===== src/rtl/image_loader.sv =====
// rtl/image_loader.sv - packs a grayscale pixel byte stream into 128-bit words for a downstream FIFO
module image_loader #(
  parameter int IMAGE_WIDTH  = 100,
  parameter int IMAGE_HEIGHT = 100
) (
  input  logic         clk_pixel,
  input  logic         image_loader_reset,
  input  logic         start,
  input  logic         abort,
  input  logic [7:0]   s_pixel_data,
  input  logic         s_pixel_valid,
  output logic         s_pixel_ready,
  input  logic         image_sender_full,
  output logic         image_sender_write,
  output logic [127:0] image_sender_fifo_din,
  output logic         image_sender_flush,
  output logic         busy,
  output logic         done,
  output logic [15:0]  word_count
);

  localparam int PIXELS = IMAGE_WIDTH * IMAGE_HEIGHT;
  localparam int WORDS  = (PIXELS + 15) / 16;
  localparam int PCW    = $clog2(PIXELS + 1);

  generate
    if (WORDS >= 65536) begin : g_words_check
      $error("image_loader: WORDS does not fit the 16-bit word_count");
    end
  endgenerate

  typedef enum logic [2:0] {S_IDLE, S_FLUSH, S_PACK, S_WRITE, S_DONE} state_t;

  state_t           state_q, state_d;
  logic [127:0]     word_q, word_d;
  logic [3:0]       idx_q, idx_d;
  logic [PCW-1:0]   pix_q, pix_d;
  logic [15:0]      wc_q, wc_d;

  always_ff @(posedge clk_pixel or posedge image_loader_reset) begin
    if (image_loader_reset) begin
      state_q <= S_IDLE;
      word_q  <= '0;
      idx_q   <= '0;
      pix_q   <= '0;
      wc_q    <= '0;
    end else begin
      state_q <= state_d;
      word_q  <= word_d;
      idx_q   <= idx_d;
      pix_q   <= pix_d;
      wc_q    <= wc_d;
    end
  end

  // abort overrides every transition; a partially packed word is discarded
  always_comb begin
    state_d = state_q;
    word_d  = word_q;
    idx_d   = idx_q;
    pix_d   = pix_q;
    wc_d    = wc_q;
    if (abort) begin
      state_d = S_IDLE;
      word_d  = '0;
      idx_d   = '0;
    end else begin
      case (state_q)
        S_IDLE: begin
          if (start) begin
            state_d = S_FLUSH;
            word_d  = '0;
            idx_d   = '0;
            pix_d   = '0;
            wc_d    = '0;
          end
        end
        S_FLUSH: state_d = S_PACK;
        S_PACK: begin
          if (s_pixel_valid) begin
            word_d[{idx_q, 3'b000} +: 8] = s_pixel_data;
            idx_d = idx_q + 4'd1;
            pix_d = pix_q + PCW'(1);
            if (idx_q == 4'd15 || pix_q == PCW'(PIXELS - 1)) state_d = S_WRITE;
          end
        end
        S_WRITE: begin
          if (!image_sender_full) begin
            wc_d    = wc_q + 16'd1;
            word_d  = '0;
            idx_d   = '0;
            state_d = (wc_q + 16'd1 == 16'(WORDS)) ? S_DONE : S_PACK;
          end
        end
        S_DONE:  state_d = S_IDLE;
        default: state_d = S_IDLE;
      endcase
    end
  end

  always_comb begin
    s_pixel_ready      = (state_q == S_PACK);
    image_sender_write = (state_q == S_WRITE) && !image_sender_full && !abort;
    image_sender_flush = (state_q == S_FLUSH) && !abort;
    busy               = (state_q != S_IDLE);
    done               = (state_q == S_DONE);
  end

  assign image_sender_fifo_din = word_q;
  assign word_count            = wc_q;

endmodule


===== config.mk =====
export PLATFORM = sky130hd
export DESIGN_NAME = image_loader
export DESIGN_NICKNAME = d
export VERILOG_FILES = /design/src/rtl/image_loader.sv
export SDC_FILE = /design/constraint.sdc
export NUM_CORES = 1
export LEC_CHECK = 0
export CAP_MARGIN = 20
export CELL_PAD_IN_SITES_DETAIL_PLACEMENT = 0
export CELL_PAD_IN_SITES_GLOBAL_PLACEMENT = 1
export CORE_MARGIN = 10
export CORE_UTILIZATION = 49
export DETAILED_ROUTE_END_ITERATION = 12
export DONT_BUFFER_PORTS = 1
export GPL_TIMING_DRIVEN = 0
export PLACE_DENSITY = 0.78
export SYNTH_ARGS = -nofsm -noshare
export SYNTH_HDL_FRONTEND = slang
export SYNTH_SLANG_ARGS = --single-unit

===== constraint.sdc =====
create_clock -name clk_pixel -period 6.23 [get_ports clk_pixel]
set_input_delay 1.246 -clock clk_pixel [delete_from_list [all_inputs] [get_ports clk_pixel]]
set_output_delay 1.246 -clock clk_pixel [all_outputs]
set_load 0.01 [all_outputs]

==> impl_metrics.ini <==
[finish]
fin_area_um2 = 8180
layout-drive-gt1-share_pct = 13.3
final_core_utilization_pct = 55.9
diodes = 0
nets = 695
area_growth_pct = 10.9
mostFrequentLayoutCells = dfrtp_1 (165), a22o_1 (73), nand2_1 (68)
layout_commonest_cell = dfrtp_1
fin_cells = 869

[cts]
clock_path_buffers = 2
cts-buffers-inserted = 17
cts_tree = yes
ctsResizeCount = 0
cts_hold_buf = 0
root_buffer = clkbuf_16
clkLatencyLatePin_ps = 420
htreeDepth = 4
cts_setup_buffers = 0
cts.sinks = 165
path_clk_slew_ps = 60

[floorplanning]
fp.dieW_um = 143
die-area_um2 = 20400
initial_core_util_pct = 50.4
rows = 44
ios = 163
die_h_um = 143
fp.coreArea_um2 = 14600

[yosys]
synth-compound-area-share_pct = 18.9
ys_types = 62
synth-simple-area-share_pct = 14.8
synth_top_family_by_area = compound AO/OA/AOI/OAI gates
syn_area_um2 = 7380
synth_edf_count = 0
yosysTopAreaCell = dfrtp_1
async_flop_share_pct = 100
syn_nets = 675
ys.flop_type = dfrtp_1
seq_area_frac_synth_pct = 56.0
synthXorXnorAreaFrac_pct = 2.37
ys_seq_elements = 165
muxShareOfSynthArea_pct = 3.44
yosysWarnings = 0
yosys.area.top_type_share_pct = 56.0
synthTopCellsByArea = dfrtp_1 (56%), a22o_1 (8.7%), nand2_1 (3.5%)
synth.avg_cell_area_um2 = 11.3
yosys.area_share.adder_pct = 1.19
netlist_instances = 654

[power]
power_w = 0.00232
p_leak_nw = 3.73
ir_worst_vdd_mv = 0.171
p_per_area_nw_per_um2 = 283

[timing]
min_period_ps = 3280
min_period_over_period_pct = 52.7
rsz0062_at_grt = no
finalSetupViolCount = 0
max_freq_ghz = 0.305
slew_violations = 0
slew_headroom_pct = 46.5
skew_ps = 9.33
hold_viol_final = 0
worstMarginPinSlew_ps = 803
fin_tns_setup_ps = 0

[worst_setup_path]
crit_start = image_sender_full
rrSetupSlack_ps = 3460
end_kind = primary output
cp_max_fo = 6
path_cells = o2bb2ai_1, nand4_1, inv_1
cp-endpoint = image_sender_write
slowest_delay_ps = 320
reg2reg_to = state_q[1]
crit_type = primary input to primary output
cp.depth = 3
cp.required_ps = 4980
startpoint_type = primary input
slowest_stage = inv_1
timing.rr.start = word_count[1]
path_buf_inv = 1
crit_family = buffers and inverters
reg2reg_depth = 9
critical_path_arrival_ps = 2040

[placement]
dpl_cell_area_um2 = 7640
dpl.hpwl_um = 14600
routabilityCongestion = 0.829
portBuffers = 0
dp_cells = 839

[global_route]
globalRouteTotalUtil_pct = 19.3
grt_pass1_wl_um = 30500
grt_max_degree = 86
antenna_found_initial = 0
overflow = 0
grt_pass1_vias = 5182

[route]
drtIter0Drc = 250
met3_length_um = 1570
route.vias.total = 5354
wl_met1_um = 8300
avgViaCountPerCell = 6.16
drcViolationCount = 0
totalWireLength_um = 20200
top_layer_used = met4
routed-wl-met2_um = 10000
ant_nets = 0
routedWlPerCell_um = 23.3
drtPass1Iterations = 5

[min_path]
min_path_type = flip-flop to flip-flop
hold_start = pix_q[8]

[outcome]
status = finished, final reports clean

[run]
maxCapViolCount = 0
-- synth_stat cells (all sizes together) (2+ instances only) --
master    n
a211oi    2
a21bo     2
a21oi    14
a22o     73
a31oi     5
a32o      9
and2      5
and3      9
and4      2
buf      22
clkbuf   19
dfrtp   165
ha        7
inv       9
mux2i    25
nand2    69
nand3    40
nand3b    3
nand4    11
nor2     37
nor2b     2
nor3     16
nor4      4
nor4b     3
o21ai    53
o31ai     8
o41ai     2
or2       3
or4       2
xnor2     9
xor2     11
-- area by class of cell --
cell class / instances / area (um^2)
Tap cell: 184 / 230
Buffer: 41 / 216
Clock buffer: 22 / 464
Inverter: 9 / 38.8
Clock inverter: 8 / 77.6
Fill cell: 1261 / 6460
Timing Repair Buffer: 1 / 27.5
Multi-Input combinational cell: 439 / 3000
Sequential cell: 165 / 4130
-- report_power, final --
part	total, W	internal [W]	switching (W)	leakage (nW)
sequential	0.00109	0.00108	0.0000126	2.30
clock	0.000976	0.000566	0.000409	0.262
combinational	0.000247	0.0000635	0.000183	1.16
total	0.00232	0.00171	0.000605	3.73
-- through the flow --
stage	hold WS [ps]	setup WS, ps
2_1_floorplan	458	522
3_3_place_gp	495	-915
3_5_place_dp	512	2930
4_1_cts	518	2940
5_1_grt	552	2850
6_report	514	2950
-- cell families after synthesis --
group,Yosys count
AO/OA/AOI/OAI,175
buffers and inverters,50
multiplexers,25
adder cells (fa/ha/maj),7
XOR/XNOR,20
flip-flops,165
AND/OR/NAND/NOR,212
-- worst min-delay path by stage --
| stage | end | slack [ps] | depth (start not counted) |
|---|---|---|---|
| 4_1_cts | pix_q[8] | 520 | 1 |
| 6_report | pix_q[8] | 510 | 1 |
| 5_1_grt | pix_q[8] | 550 | 1 |
| 3_5_place_dp | pix_q[8] | 510 | 1 |
| 2_1_floorplan | pix_q[8] | 460 | 1 |
| 3_3_place_gp | pix_q[8] | 500 | 1 |
-- routing by layer --
| layer | track usage (%) | vias up |
|---|---|---|
| met5 | 0 | - |
| met4 | 6.73 | 0 |
| met3 | 5.84 | 21 |
| met2 | 31.2 | 155 |
| met1 | 24.1 | 2734 |
| li1 | - | 2444 |
-- flip-flops by register name, indices dropped and copies added, names as in the netlist --
name	count
pix_q	14
state_q	3
image_sender_fifo_din	128
word_count	16
idx_q	4
Note: power is estimated with default switching activity, not from simulation.
